### config.mk
export PLATFORM = sky130hd
export DESIGN_NAME = step_clock_gen
export DESIGN_NICKNAME = d
export VERILOG_FILES = /design/src/rtl/step_clock_gen.sv
export SDC_FILE = /design/constraint.sdc
export NUM_CORES = 1
export LEC_CHECK = 0
export ABC_AREA = 1
export BUFFER_PORTS_ARGS = -buffer_cell sky130_fd_sc_hd__buf_2
export CAP_MARGIN = 20
export CORE_ASPECT_RATIO = 0.7
export CORE_MARGIN = 2
export CORE_UTILIZATION = 55
export DETAILED_ROUTE_END_ITERATION = 8
export MAX_ROUTING_LAYER = met4
export PLACE_DENSITY = 0.77
export SETUP_SLACK_MARGIN = 0.2
export SYNTH_ARGS = -nofsm -noshare
export SYNTH_HDL_FRONTEND = slang
export SYNTH_SLANG_ARGS = --single-unit
### constraint.sdc
create_clock -name clk -period 2.1 [get_ports clk]
set_clock_uncertainty 0.05 [all_clocks]
set_input_delay 0.105 -clock clk [delete_from_list [all_inputs] [get_ports clk]]
set_output_delay 0.105 -clock clk [all_outputs]
set_load 0.02 [all_outputs]
### src/rtl/step_clock_gen.sv
// Debounced single-step clock generator: one clean press -> one PULSE_CYCLES-wide step_out pulse.
// Optional auto-repeat while the button is held: define STEP_AUTOREPEAT_EN.
module step_clock_gen #(
  parameter int DEBOUNCE_CYCLES = 5000,
  parameter int PULSE_CYCLES    = 5000,
  parameter int REPEAT_CYCLES   = 1000000
) (
  input  logic       clk,
  input  logic       reset,
  input  logic       button,
  input  logic       enable,
  output logic       step_out,
  output logic       step_rise,
  output logic [7:0] step_count,
  output logic       busy
);

`ifdef STEP_AUTOREPEAT_EN
  localparam bit AUTOREPEAT = 1'b1;
`else
  localparam bit AUTOREPEAT = 1'b0;
`endif

  localparam logic [23:0] DB_LAST  = 24'(DEBOUNCE_CYCLES - 1);
  localparam logic [23:0] PUL_LAST = 24'(PULSE_CYCLES - 1);
  localparam logic [23:0] REP_LAST = 24'(REPEAT_CYCLES - 1);

  typedef enum logic [2:0] {
    IDLE,
    DB_PRESS,
    PULSE,
    HOLD,
    DB_RELEASE
  } state_e;

  state_e      state_q, state_d;
  logic [23:0] cnt_q, cnt_d;
  logic [1:0]  sync_q, sync_d;
  logic        step_out_q, step_out_d;
  logic        step_rise_q, step_rise_d;
  logic [7:0]  step_count_q, step_count_d;
  logic        busy_q, busy_d;
  logic        btn_s;
  logic        cnt_inc;

  assign btn_s = sync_q[1];

  always_comb begin
    sync_d  = {sync_q[0], button};
    state_d = state_q;
    cnt_inc = 1'b0;
    case (state_q)
      IDLE: begin
        if (btn_s && enable) state_d = DB_PRESS;
      end
      DB_PRESS: begin
        if (!btn_s)                 state_d = IDLE;
        else if (cnt_q == DB_LAST)  state_d = PULSE;
        else                        cnt_inc = 1'b1;
      end
      PULSE: begin
        if (cnt_q == PUL_LAST) state_d = btn_s ? HOLD : DB_RELEASE;
        else                   cnt_inc = 1'b1;
      end
      HOLD: begin
        // Without auto-repeat the counter stays parked at zero here.
        if (!btn_s)                                state_d = DB_RELEASE;
        else if (AUTOREPEAT && cnt_q == REP_LAST)  state_d = PULSE;
        else if (AUTOREPEAT)                       cnt_inc = 1'b1;
      end
      DB_RELEASE: begin
        if (btn_s)                  state_d = HOLD;
        else if (cnt_q == DB_LAST)  state_d = IDLE;
        else                        cnt_inc = 1'b1;
      end
      default: state_d = IDLE;
    endcase

    if (state_d != state_q) cnt_d = '0;
    else if (cnt_inc)       cnt_d = cnt_q + 24'd1;
    else                    cnt_d = cnt_q;

    // Outputs are decoded from the next state so step_out is a clean flop output.
    step_out_d   = (state_d == PULSE);
    step_rise_d  = (state_d == PULSE) && (state_q != PULSE);
    step_count_d = step_rise_d ? step_count_q + 8'd1 : step_count_q;
    busy_d       = (state_d != IDLE);
  end

  always_ff @(posedge clk or negedge reset) begin
    if (!reset) begin
      state_q      <= IDLE;
      cnt_q        <= '0;
      sync_q       <= '0;
      step_out_q   <= 1'b0;
      step_rise_q  <= 1'b0;
      step_count_q <= '0;
      busy_q       <= 1'b0;
    end else begin
      state_q      <= state_d;
      cnt_q        <= cnt_d;
      sync_q       <= sync_d;
      step_out_q   <= step_out_d;
      step_rise_q  <= step_rise_d;
      step_count_q <= step_count_d;
      busy_q       <= busy_d;
    end
  end

  assign step_out   = step_out_q;
  assign step_rise  = step_rise_q;
  assign step_count = step_count_q;
  assign busy       = busy_q;

endmodule

==> key figures <==
Timing
  • Fin. Hold Viols: 0
  • Final worst slack: 0.122 ns
  • Slew Viols, Final: 0
  • Setup_tns: 0 ns
  • Setup violators final: 0
  • Worst slew pin tran: 0.880 ns
  • Rel. slew slack: 0.413
  • Minimum clock period: 1.98 ns
  • Hold_ws: 0.306 ns
  • Final worst-path cycle share: 0.942
  • RSZ-0062 raised after global routing: true
  • Max Fclk: 505 MHz

Finish
  • Layout cells sized above 1: 0.298
  • Fin nets: 330
  • Final instance area: 0.00289 mm²
  • Commonest non-fill, non-tap cells in the layout: nand2_1, dfrtp_1, inv_1
  • Layout area overhead: 28.8%
  • Antenna cells: 0
  • Commonest non-fill, non-tap cell in the layout: nand2_1

Hold path
  • Hold path endpoint: sync_q[1]$_DFF_PN0_
  • Hold Crit Class: flop to flop
  • Hold Crit Depth: 0
  • HP Start: sync_q[0]$_DFF_PN0_

Place
  • Dpl cell area: 0.00241 mm²
  • Final Wtd Congestion: 0.885
  • Number of I/O port buffers: 14
  • Post-DP HPWL: 3.35 mm
  • Worst slack, placed: 0.0263 ns

Power
  • Clk network pwr share: 0.358
  • PwrDens: 540 mW/mm²
  • P_leak: 0.00135 µW
  • Pint: 1100 µW
  • Sequential Power Share: 0.508
  • Switching Fraction: 0.293
  • Pwr Total: 1560 µW
  • Sw power: 456 µW
  • VDD IR max: 0.000469 V
  • Combinational power share: 0.134

Die
  • Core ar.: 0.00392 mm²
  • DIE AREA: 0.00461 mm²
  • I/O Pins: 15
  • Die extent in x: 80.3 µm
  • Starting Density: 0.572
  • Die Y: 57.4 µm
  • Placement Rows: 19

Clock network
  • Clk slew on worst S/H paths: 0.09 ns
  • CTS Sinks: 40
  • TritonCTS Buffers: 5
  • Largest buffer count on any clock path: 2
  • H-tree depth: 2
  • Worst skew pair latency: 0.30 ns
  • Root Driver: clkbuf_8
  • CTS tree: yes

GRT
  • First-pass GRT wire length: 8.53 mm
  • Antenna violations before repair: 0
  • Overflow after GRT: 0
  • Largest net degree at the start of global routing: 41
  • Total track usage: 0.251
  • Vias in the first global route: 1825

Yosys
  • Mean Syn Cell Area: 7.84 µm²
  • Cell count after synthesis: 286
  • Synth Register Bits: 40
  • Sequential area share after synthesis: 0.446
  • Synth cell types: 24
  • Synth warn: 0
  • Synthesized net count: 292
  • Synth Cell Area: 0.00224 mm²

Detailed routing
  • Drt wl/cell: 15.3 µm
  • Routed via count: 2076
  • DR vias/cell: 5.51
  • Starting DRT DRC Count: 222
  • DRC errors left: 0
  • Router iterations before antenna repair: 5
  • Routed WL: 5.75 mm
  • Routed Antenna Nets: 0

Run
  • Max-cap violations: 0

Critical path
  • Worst Path Class, Setup: flop to flop
  • Setup slack, reg-to-reg: 0.12 ns
  • RR Startpoint: cnt_q[0]$_DFFE_PN0P_
  • R2R cell count: 12
  • CP arrival: 2.16 ns
  • R2r endpoint: cnt_q[7]$_DFFE_PN0P_
  • CP Launch Type: flop
  • CP Max Fanout: 6
  • Req. time, crit path: 2.28 ns
  • CP endpoint kind: flop

Status
  • Status: finished clean
## per-layer routing
| metal | vias to the layer above | wire [µm] | GRT usage |
|---|---|---|---|
| li1 | 976 | - | - |
| met1 | 983 | 2450 | 0.352 |
| met2 | 94 | 2700 | 0.370 |
| met3 | 23 | 445 | 0.0554 |
| met4 | 0 | 154 | 0.0654 |
| met5 | - | 0 | - |
## power groups by stage
stage	clock network (µW)	registers (µW)	logic (µW)
detailed placement	0	806	104
global placement	0	805	105
finish	558	793	209
CTS	549	788	138
global route	589	794	222
floorplan	0	806	77.3
## critical path: stages (launching register included)
cell and delay [ns]:
dfrtp_1 0.37, ha_2 0.19, inv_2 0.04, nor2_1 0.08, nand2_1 0.07, nor2_2 0.13
nand3_4 0.16, a21oi_2 0.19, nand2_2 0.10, a21oi_4 0.15, buf_12 0.18, nand2_8 0.10
nor2_2 0.10
## per-stage QoR
step,cells,utilization
3_5_place_dp,357,0.614
4_1_cts,372,0.671
2_1_floorplan,286,-
6_report,377,0.737
3_3_place_gp,357,0.614
5_1_grt,377,0.737
## cells by family after synthesis
logic type	after synthesis	share of synthesized area
compound gates	11	0.0329
xor+xnor	23	0.0898
fa+ha+maj	2	0.0112
buf+inv	41	0.0753
flops	40	0.446
simple gates	169	0.345
## worst max-delay path by stage
| stage | startpoint | end | cells past startpoint | slack, ns |
|---|---|---|---|---|
| 6_report | cnt_q[0]$_DFFE_PN0P_ | cnt_q[7]$_DFFE_PN0P_ | 12 | 0.12 |
| 4_1_cts | cnt_q[1]$_DFFE_PN0P_ | cnt_q[23]$_DFFE_PN0P_ | 12 | 0.19 |
| 3_3_place_gp | cnt_q[0]$_DFFE_PN0P_ | cnt_q[20]$_DFFE_PN0P_ | 12 | 0.11 |
| 3_5_place_dp | cnt_q[0]$_DFFE_PN0P_ | cnt_q[21]$_DFFE_PN0P_ | 12 | 0.03 |
| 2_1_floorplan | cnt_q[0]$_DFFE_PN0P_ | cnt_q[2]$_DFFE_PN0P_ | 13 | 0.31 |
| 5_1_grt | cnt_q[0]$_DFFE_PN0P_ | cnt_q[10]$_DFFE_PN0P_ | 12 | 0.004 |
## flip-flops by register name, indices dropped and copies added (netlist names)
register / flops
step_rise: 1
step_out: 1
state_q: 3
sync_q: 2
step_count: 8
cnt_q: 24
busy: 1
## synthesized netlist by cell type
master	n	area, µm²
nor2_1	52	195
nand2_1	49	184
dfrtp_1	40	1000
inv_1	38	143
nand3_1	29	145
xor2_1	15	131
nor2_2	11	68.8
nand4_1	9	56.3
nor3_1	9	45.0
xnor2_1	8	70.1
nand2_2	5	31.3
o21ai_0	5	25.0
a21oi_1	2	10.0
buf_6	2	22.5
ha_1	2	25.0
nand3_2	2	20.0
a21oi_2	1	8.76
a21oi_4	1	16.3
a31oi_1	1	6.26
inv_2	1	3.75
nand2_4	1	11.3
nor3_2	1	10.0
o211ai_1	1	7.51
or3_1	1	6.26
## cell type report
| class | instances | area, µm² |
|---|---|---|
| multi-input cells | 208 | 1380 |
| fillers | 280 | 1030 |
| flip-flops and latches | 40 | 1000 |
| repair buffers | 30 | 208 |
| inverters | 39 | 146 |
| clock buffers | 6 | 82.6 |
| well taps | 52 | 65.1 |
| clock inverters | 2 | 10.0 |
## timing repair
item / CTS / global route
hold buffers: 2 / 0
endpoints found under the hold margin: 41 / 0
setup endpoints to repair: 26 / 34
gates resized for setup: 15 / 47
pin swaps: 8 / 19
setup buffers: 4 / 3
gates cloned: 1 / 2
(Power assumes the default switching activity.)
